`src/rtl/mantissa_normalizer_pkg.sv`:
```
// Shared definitions for the post-add normalization stage: FSM state
// encoding and the single/double precision significand/exponent widths.
package mantissa_normalizer_pkg;

   localparam int SW_SP = 24;
   localparam int EW_SP = 8;
   localparam int SW_DP = 53;
   localparam int EW_DP = 11;

   typedef enum logic [1:0] {
      ST_IDLE    = 2'd0,
      ST_CHECK   = 2'd1,
      ST_SHIFT_L = 2'd2,
      ST_DONE    = 2'd3
   } state_t;

endpackage

```
`src/rtl/mantissa_normalizer_if.sv`:
```
// Request/result bundle between the adder stage (master) and the
// normalizer (slave); signal names follow the FP adder datapath.
interface mantissa_normalizer_if #(
   parameter int SW = mantissa_normalizer_pkg::SW_SP,
   parameter int EW = mantissa_normalizer_pkg::EW_SP
);
   logic          start;
   logic [SW:0]   Add_Sub_Result;
   logic [EW-1:0] Exp_in;
   logic [SW-1:0] Sgf_out;
   logic [EW-1:0] Exp_out;
   logic          busy;
   logic          ready;
   logic          overflow;
   logic          underflow;

   modport master (
      output start, Add_Sub_Result, Exp_in,
      input  Sgf_out, Exp_out, busy, ready, overflow, underflow
   );

   modport slave (
      input  start, Add_Sub_Result, Exp_in,
      output Sgf_out, Exp_out, busy, ready, overflow, underflow
   );
endinterface

```
`src/rtl/mantissa_normalizer_fsm_ctrl.sv`:
```
// Normalizer control: state register plus next-state logic that turns
// datapath status into load/shift/flush strobes.
module mantissa_normalizer_fsm_ctrl
   import mantissa_normalizer_pkg::*;
(
   input  logic clk,
   input  logic rst,
   input  logic i_start,
   input  logic i_zero,
   input  logic i_carry,
   input  logic i_hidden,
   input  logic i_exp_le1,
   output logic o_load,
   output logic o_shift_r,
   output logic o_shift_l,
   output logic o_flush,
   output logic o_uflow,
   output logic o_busy,
   output logic o_ready
);

   state_t r_state;
   state_t w_next;

   // State register; reset aborts any operation in flight.
   always_ff @(posedge clk or negedge rst) begin
      if (!rst) r_state <= ST_IDLE;
      else      r_state <= w_next;
   end

   // Next state and datapath strobes.
   always_comb begin
      w_next    = r_state;
      o_load    = 1'b0;
      o_shift_r = 1'b0;
      o_shift_l = 1'b0;
      o_flush   = 1'b0;
      o_uflow   = 1'b0;
      case (r_state)
         ST_IDLE: begin
            if (i_start) begin
               o_load = 1'b1;
               w_next = ST_CHECK;
            end
         end
         ST_CHECK: begin
            if (i_zero) begin
               o_flush = 1'b1;
               w_next  = ST_DONE;
            end else if (i_carry) begin
               o_shift_r = 1'b1;
               w_next    = ST_DONE;
            end else if (i_hidden) begin
               w_next = ST_DONE;
            end else begin
               w_next = ST_SHIFT_L;
            end
         end
         ST_SHIFT_L: begin
            if (i_hidden) begin
               w_next = ST_DONE;
            end else if (i_exp_le1) begin
               // One more shift would take the exponent below 1.
               o_flush = 1'b1;
               o_uflow = 1'b1;
               w_next  = ST_DONE;
            end else begin
               o_shift_l = 1'b1;
            end
         end
         ST_DONE: w_next = ST_IDLE;
         default: w_next = ST_IDLE;
      endcase
   end

   assign o_busy  = (r_state != ST_IDLE);
   assign o_ready = (r_state == ST_DONE);

endmodule

```
`src/rtl/mantissa_normalizer.sv`:
```
// Post-add normalization: fixes carry-out with one right shift, strips
// leading zeros one bit per cycle, flags exponent overflow/underflow.
module mantissa_normalizer
   import mantissa_normalizer_pkg::*;
#(
   parameter int SW = SW_SP,
   parameter int EW = EW_SP
) (
   input  logic                  clk,
   input  logic                  rst,
   mantissa_normalizer_if.slave  bus
);

   localparam logic [EW-1:0] EXP_MAX = '1;
   localparam logic [EW-1:0] EXP_OVF = EXP_MAX - 1'b1;

   logic [SW:0]   r_sgf;
   logic [EW-1:0] r_exp;
   logic          r_ovf;
   logic          r_unf;
   logic [SW-1:0] r_sgf_hold;
   logic [EW-1:0] r_exp_hold;

   logic w_load, w_shift_r, w_shift_l, w_flush, w_uflow, w_busy, w_ready;
   logic w_zero, w_carry, w_hidden, w_exp_le1;

   assign w_zero    = (r_sgf == '0);
   assign w_carry   = r_sgf[SW];
   assign w_hidden  = r_sgf[SW-1];
   assign w_exp_le1 = (r_exp <= EW'(1));

   mantissa_normalizer_fsm_ctrl u_ctrl (
      .clk       (clk),
      .rst       (rst),
      .i_start   (bus.start),
      .i_zero    (w_zero),
      .i_carry   (w_carry),
      .i_hidden  (w_hidden),
      .i_exp_le1 (w_exp_le1),
      .o_load    (w_load),
      .o_shift_r (w_shift_r),
      .o_shift_l (w_shift_l),
      .o_flush   (w_flush),
      .o_uflow   (w_uflow),
      .o_busy    (w_busy),
      .o_ready   (w_ready)
   );

   // Working significand/exponent and flags, driven by controller strobes.
   always_ff @(posedge clk or negedge rst) begin
      if (!rst) begin
         r_sgf <= '0;
         r_exp <= '0;
         r_ovf <= 1'b0;
         r_unf <= 1'b0;
      end else if (w_load) begin
         r_sgf <= bus.Add_Sub_Result;
         r_exp <= bus.Exp_in;
         r_ovf <= 1'b0;
         r_unf <= 1'b0;
      end else if (w_flush) begin
         r_sgf <= '0;
         r_exp <= '0;
         if (w_uflow) r_unf <= 1'b1;
      end else if (w_shift_r) begin
         // LSB dropped here; rounding happens in the next stage.
         r_sgf <= r_sgf >> 1;
         if (r_exp >= EXP_OVF) begin
            r_exp <= EXP_MAX;
            r_ovf <= 1'b1;
         end else begin
            r_exp <= r_exp + 1'b1;
         end
      end else if (w_shift_l) begin
         r_sgf <= r_sgf << 1;
         r_exp <= r_exp - 1'b1;
      end
   end

   // Capture the result on ready so outputs stay stable while idle.
   always_ff @(posedge clk or negedge rst) begin
      if (!rst) begin
         r_sgf_hold <= '0;
         r_exp_hold <= '0;
      end else if (w_ready) begin
         r_sgf_hold <= r_sgf[SW-1:0];
         r_exp_hold <= r_exp;
      end
   end

   assign bus.Sgf_out   = w_ready ? r_sgf[SW-1:0] : r_sgf_hold;
   assign bus.Exp_out   = w_ready ? r_exp : r_exp_hold;
   assign bus.busy      = w_busy;
   assign bus.ready     = w_ready;
   assign bus.overflow  = r_ovf;
   assign bus.underflow = r_unf;

endmodule

```
`src/flat_wrapper.sv`:
```
// flat-port wrapper written by rule: the top's interface ports become plain ports
module mantissa_normalizer_flat import mantissa_normalizer_pkg::*;
#(
   parameter int SW = SW_SP,
   parameter int EW = EW_SP
)
  (clk, rst, bus_start, bus_Add_Sub_Result, bus_Exp_in, bus_Sgf_out, bus_Exp_out, bus_busy, bus_ready, bus_overflow, bus_underflow);
  mantissa_normalizer_if #(.SW(SW), .EW(EW)) bus_i ();
  input  logic clk;
  input  logic rst;
  input wire logic [$bits(bus_i.start)-1:0] bus_start;
  input wire logic [$bits(bus_i.Add_Sub_Result)-1:0] bus_Add_Sub_Result;
  input wire logic [$bits(bus_i.Exp_in)-1:0] bus_Exp_in;
  output wire logic [$bits(bus_i.Sgf_out)-1:0] bus_Sgf_out;
  output wire logic [$bits(bus_i.Exp_out)-1:0] bus_Exp_out;
  output wire logic [$bits(bus_i.busy)-1:0] bus_busy;
  output wire logic [$bits(bus_i.ready)-1:0] bus_ready;
  output wire logic [$bits(bus_i.overflow)-1:0] bus_overflow;
  output wire logic [$bits(bus_i.underflow)-1:0] bus_underflow;
  assign bus_i.start = bus_start;
  assign bus_i.Add_Sub_Result = bus_Add_Sub_Result;
  assign bus_i.Exp_in = bus_Exp_in;
  assign bus_Sgf_out = bus_i.Sgf_out;
  assign bus_Exp_out = bus_i.Exp_out;
  assign bus_busy = bus_i.busy;
  assign bus_ready = bus_i.ready;
  assign bus_overflow = bus_i.overflow;
  assign bus_underflow = bus_i.underflow;
  mantissa_normalizer #(.SW(SW), .EW(EW)) u_core (.clk(clk), .rst(rst), .bus(bus_i));
endmodule
```
`config.mk`:
```
export PLATFORM = sky130hd
export DESIGN_NAME = mantissa_normalizer_flat
export DESIGN_NICKNAME = d
export VERILOG_FILES = /design/src/rtl/mantissa_normalizer_pkg.sv /design/src/rtl/mantissa_normalizer_if.sv /design/src/rtl/mantissa_normalizer_fsm_ctrl.sv /design/src/rtl/mantissa_normalizer.sv /design/src/flat_wrapper.sv
export SDC_FILE = /design/constraint.sdc
export NUM_CORES = 1
export LEC_CHECK = 0
export BUFFER_PORTS_ARGS = -buffer_cell sky130_fd_sc_hd__clkbuf_2
export CORE_MARGIN = 5
export CORE_UTILIZATION = 55
export CTS_BUF_LIST = sky130_fd_sc_hd__clkbuf_4
export CTS_CLUSTER_SIZE = 28
export DETAILED_ROUTE_END_ITERATION = 8
export PLACE_DENSITY = 0.78
export SYNTH_ARGS = -nofsm -noshare
export SYNTH_HDL_FRONTEND = slang
export SYNTH_HIERARCHICAL = 1
export SYNTH_SLANG_ARGS = --single-unit
```
`constraint.sdc`:
```
create_clock -name clk -period 7.45 [get_ports clk]
set_clock_uncertainty 0.05 [all_clocks]
set_input_delay 0.3725 -clock clk [delete_from_list [all_inputs] [get_ports clk]]
set_output_delay 0.3725 -clock clk [all_outputs]
set_load 0.03 [all_outputs]
```
* After elaboration in Yosys (flattened, before gate mapping)
Cells that the tools add are included.
** Word-level totals
- Output and inout bits :: 36
- Register bits after elaboration :: 69
- Input port bits :: 36
- Bits in read-only memories :: 0
- Bits in writable memories :: 0
- Latch bits :: 0
- Memories kept :: 0
** Operators by class
- Reductions and logical operators :: 11
- Shifts and indexed selects :: 0
- Eq/ne operators :: 6
- Magnitude comparators :: 2
- $mul :: 0
- Add/subtract/negate cells :: 2
- Bitwise gates (word level) :: 0
- Div/mod/pow operators :: 0
- Muxes and demuxes :: 38
** Operators by type and width (number)
- $mux 25 :: 4
- $mux 8 :: 6
- $logic_not 25->1 :: 1
- $mux 24 :: 1
- $mux 1 :: 22
- $reduce_bool 2->1 :: 5
- $add 8x1->8 const B :: 1
- $ge 8x8->1 const B :: 1
- $le 8x1->1 const B :: 1
- $pmux 2 s4 :: 1
- $sub 8x1->8 const B :: 1
- $mux 2 :: 3
- $eq 2x2->1 const B :: 2
- $ne 2x2->1 const B :: 2
- $reduce_and 2->1 :: 2
- $reduce_bool 4->1 :: 1
- $ne 3x2->1 const B :: 1
- $reduce_and 3->1 :: 1
- $eq 2x1->1 const B :: 1
- $logic_not 2->1 :: 1
- $pmux 1 s2 :: 1

* Longest topological paths before layout
- Depth after elaboration :: 8
- Depth in mapped cells :: 13

* Cells and area by module
The synthesis kept the hierarchy.
** Modules (own cells, without submodules)
- mantissa_normalizer :: instances 1, area each 3508.4 um^2, sequential area each 1676.6 um^2, cells each 355
- mantissa_normalizer_fsm_ctrl :: instances 1, area each 239.0 um^2, sequential area each 50.0 um^2, cells each 25

* Worst setup path after synthesis
OpenSTA, ideal clock, no wires.
- Path type :: register to register
- From :: register u_core.r_exp[5]
- To :: register u_core.r_sgf[15]
- Buffers on the path :: 3
- Slack :: 4649 ps
- Required time :: 7263 ps
- Cell stages (with the launch flop) :: 12
- Period minus slack after synthesis :: 2801 ps
- Setup time :: 137 ps
- Arrival time :: 2614 ps
- Path through :: dfrtp_1 > buf_6 > or4_1 > nor4_1 > and3b_2 > o21a_1 > or2_2 > buf_2 > buf_2 > nor2_1 > a21oi_1 > a21oi_1
** Between the ends
- Cells in the longest elaborated chain, start to end :: 6
** RTL lines
- start, declared :: line mantissa_normalizer.sv:18 : logic [EW-1:0] r_exp;
- start signal, assigned :: line mantissa_normalizer.sv:58 : r_exp <= bus.Exp_in;
- start signal, assigned :: line mantissa_normalizer.sv:72 : r_exp <= r_exp + 1'b1;
- start signal, assigned :: line mantissa_normalizer.sv:76 : r_exp <= r_exp - 1'b1;
- $le 8x1->1 * :: line mantissa_normalizer.sv:30 : assign w_exp_le1 = (r_exp <= EW'(1));
- named net u_core.w_exp_le1 :: line mantissa_normalizer.sv:25 : logic w_zero, w_carry, w_hidden, w_exp_le1;
- $mux 1 * :: line mantissa_normalizer_fsm_ctrl.sv:62 : end else if (i_exp_le1) begin
- $mux 1 * :: line mantissa_normalizer_fsm_ctrl.sv:60 : if (i_hidden) begin
- $pmux 1 s2 * :: line mantissa_normalizer_fsm_ctrl.sv:39 : case (r_state)
- named net u_core.w_flush :: line mantissa_normalizer.sv:24 : logic w_load, w_shift_r, w_shift_l, w_flush, w_uflow, w_busy, w_ready;
- $mux 25 :: line mantissa_normalizer.sv:61 : end else if (w_flush) begin
- $mux 25 :: line mantissa_normalizer.sv:56 : end else if (w_load) begin
- end signal, assigned :: line mantissa_normalizer.sv:57 : r_sgf <= bus.Add_Sub_Result;
- end signal, assigned :: line mantissa_normalizer.sv:67 : r_sgf <= r_sgf >> 1;
- end signal, assigned :: line mantissa_normalizer.sv:75 : r_sgf <= r_sgf << 1;
- end, declared :: line mantissa_normalizer.sv:17 : logic [SW:0] r_sgf;
Mark *: on every way through the listed nets, which the timed path passes. The rest lies on a longest branch.
A chain may end at the register's enable or synchronous reset.

* Final worst setup path
- From :: register u_core.r_exp[4]
- To :: register u_core.r_exp[3]
** Between the ends
- Cells in the longest elaborated chain, start to end :: 6
** RTL lines (line)
- $le 8x1->1 * :: mantissa_normalizer.sv:30
- named net u_core.w_exp_le1 :: mantissa_normalizer.sv:25
- $mux 1 * :: mantissa_normalizer_fsm_ctrl.sv:62
- $mux 1 * :: mantissa_normalizer_fsm_ctrl.sv:60
- $pmux 1 s2 * :: mantissa_normalizer_fsm_ctrl.sv:39
- named net u_core.w_flush :: mantissa_normalizer.sv:24
- $mux 8 :: mantissa_normalizer.sv:61
- $mux 8 :: mantissa_normalizer.sv:56
Marked as above.

==> summary.md <==
| Metric | Value |
|---|---|
| H-tree levels | `3` |
| Status | `finished, final reports clean` |
| Req. time, crit path | `7700 ps` |
| CTS Buffer Depth | `2` |
| CORE AREA | `6720 sq um` |
| Place WS | `3810 ps` |
| Synthesized area | `3750 sq um` |
| Ant diodes | `0` |
| Die Area | `8560 sq um` |
| Tmin final | `3720 ps` |
| Vias in the first global route | `3130` |
| Multi-input logic area | `1850 sq um` |
| Die Height | `92.5 um` |
| Hold Vio Cnt, Final | `0` |
| Max-slew violation count | `0` |
| First drt pass iteration count | `4` |
| Most frequent cells in the layout | `clkbuf_2, dfrtp_1, nor2_1, a21oi_1, mux2_2` |
| Peak VDD IR | `0.000286 V` |
| Maxcap violations | `0` |
| # setup viols final | `0` |
| Initial antenna violation count | `0` |
| Number of vias in the routed layout | `3097` |
| Leak pwr | `1.84 nW` |
| Crit share post-route | `49.9%` |
| Fin cells | `521` |
| Initial DRC count | `198` |
| WHS | `94.2 ps` |
| Clk sink count | `69` |
| Worst Setup End Kind | `flip-flop` |
| Drt wl/cell | `16.9 um` |
| Drt via density | `5.94` |
| # IOs | `72` |
| Fmax | `269 MHz` |
| CP Data Arrival Time | `3970 ps` |
| Nets | `482` |
| Starting Density | `55.8%` |
| Post-route ant nets | `0` |
| Slew headroom | `42.1%` |
| PortBufs | `71` |
| Postcts setup bufs | `0` |
| Syn Area/Cell | `9.86 sq um` |
| Setup slack after layout | `3730 ps` |
| Sequential area share after synthesis | `46.1%` |
| Post-synth EDFFs | `0` |
| Global-route wire length before repair | `14800 um` |
| FILL cells | `566` |
| Synth Instances | `380` |
| Type of the most critical hold path | `input port to async pin` |
| Tot GR Track Use | `21.7%` |
| Critical path startpoint category | `flip-flop` |
| Root Buffer | `clkbuf_4` |
| Worst-path clk slew | `110 ps` |
| Commonest non-fill, non-tap cell in the layout | `clkbuf_2` |
| CTS Hold Bufs | `0` |
| Distinct cells, synth | `50` |
| Final instance area | `4280 sq um` |
| Placer Congestion | `0.871` |
| DP HPWL | `5950 um` |
| Yosys warning count | `6` |
| Syn-to-layout area delta | `14.3%` |
| # resized after CTS | `0` |
| RSZ-0062 raised after global routing | `no` |
| Critical path type | `flip-flop to flip-flop` |
| Placed cell count | `506` |
| CTS tree | `built` |
| Synth Register Bits | `69` |
| Worst slew pin tran | `868 ps` |
| Total clock buffers created by CTS | `9` |
| Pin count of the biggest net entering global routing | `70` |
| Synth Flop Type | `dfrtp_1` |
| PD cells | `525 nW/um^2` |
| Layout cells sized above 1 | `30.2%` |
| DRC violations left | `0` |
| Setup TNS | `0 ps` |
| DRT Wirelength | `8810 um` |
| Post-place instance area | `4110 sq um` |
| Site Rows | `30` |
| Sequential cell area | `1730 sq um` |
| GRT overflow | `0` |
| Die W | `92.5 um` |
| Clock Latency Late Sink | `420 ps` |
| Fraction of registers with async set/reset | `100%` |
| Syn Nets | `425` |
| Worst-path fanout max | `32` |
-- synthesized netlist by cell type (3+ instances only) --
cell type | count | share of area, %
dfrtp_1 | 69 | 46
nor2_1 | 60 | 6.0
a21oi_1 | 58 | 7.7
mux2_2 | 32 | 9.6
mux2i_1 | 23 | 6.1
clkbuf_1 | 12 | 1.2
buf_2 | 11 | 1.5
nor4_1 | 10 | 1.7
ha_1 | 9 | 3.0
inv_1 | 9 | 0.90
o21ai_0 | 8 | 1.1
nand2_1 | 7 | 0.70
nand3_1 | 5 | 0.67
a32oi_1 | 4 | 0.93
buf_1 | 4 | 0.40
nor3_1 | 4 | 0.53
o31ai_1 | 4 | 0.80
a31oi_1 | 3 | 0.50
nand4_1 | 3 | 0.50
or3_1 | 3 | 0.50
xor2_1 | 3 | 0.70
-- worst max-delay path, stage by stage (launching register included) --
cell and delay, ps:
dfrtp_1 520, or4_1 580, nor4_1 510, and3b_2 300, o21a_1 210, or4_1 620, buf_4 430, o31ai_1 130
a22oi_1 140, o21ai_0 100
-- area by class of cell --
cell class              count  share of cell area [%]
multi-input cells         272                    43.2
flip-flops and latches     69                    40.3
repair buffers             76                    9.17
clock inverters             6                    2.60
well taps                  80                    2.34
clock buffers               9                    1.58
inverters                   9                   0.789
-- per-stage QoR --
step,power (W),util (%)
2_1_floorplan,0.00166,-
3_3_place_gp,0.00190,61.1
3_5_place_dp,0.00195,61.1
4_1_cts,0.00226,63.8
5_1_grt,0.00243,63.8
6_report,0.00225,63.8
-- final timing paths --
check                      slack (ps)  cells past startpoint                             end                           start
setup / recovery                 3730                      9     u_core/r_exp[3]$_DFFE_PN0P_     u_core/r_exp[4]$_DFFE_PN0P_
hold / removal                     90                      2     u_core/r_exp[6]$_DFFE_PN0P_                             rst
setup reg to reg                 3730                      9     u_core/r_exp[3]$_DFFE_PN0P_     u_core/r_exp[4]$_DFFE_PN0P_
hold reg to reg                   460                      1  u_core/r_exp_hold[6]$_DFF_PN0_  u_core/r_exp_hold[6]$_DFF_PN0_
max in group asynchronous        6680                      2  u_core/r_exp_hold[3]$_DFF_PN0_                             rst
min in group clk                  130                      3     u_core/r_sgf[0]$_DFFE_PN0P_           bus_Add_Sub_Result[0]
-- routing by layer --
layer	up-vias	part of all wire (%)	GRT usage, %
met4	0	1.2	6.44
met3	11	6.4	6.74
met5	-	0	0
met1	1508	42	26.9
met2	97	50	36.4
li1	1481	-	-
-- cells by family (layout without fill, tap and decap cells) --
group,Yosys count,count (layout),synth area share (%)
muxes,56,56,16.2
DFF,69,69,46.1
xor gates and xnor gates,3,3,0.701
and+or+nand+nor,109,109,14.4
buffers and inverters,39,100,4.77
adders and majority gates,9,9,3.01
AOI/OAI and AO/OA,95,95,14.9
-- state kept, by name, indices dropped and copies added (netlist names) --
name                   flops
u_core/r_sgf              25
u_core/r_sgf_hold         24
u_core/u_ctrl/r_state      2
u_core/r_exp               8
u_core/bus.overflow        1
u_core/r_exp_hold          8
u_core/bus.underflow       1
-- where the power goes --
group	total (W)	internal, W	switching (W)	leakage (nW)
clock network	0.000304	0.000169	0.000135	0.0924
registers	0.000710	0.000543	0.000167	0.770
logic	0.00123	0.000467	0.000767	0.976
total	0.00225	0.00118	0.00107	1.84
No activity file was read; power rests on OpenSTA's default activity.
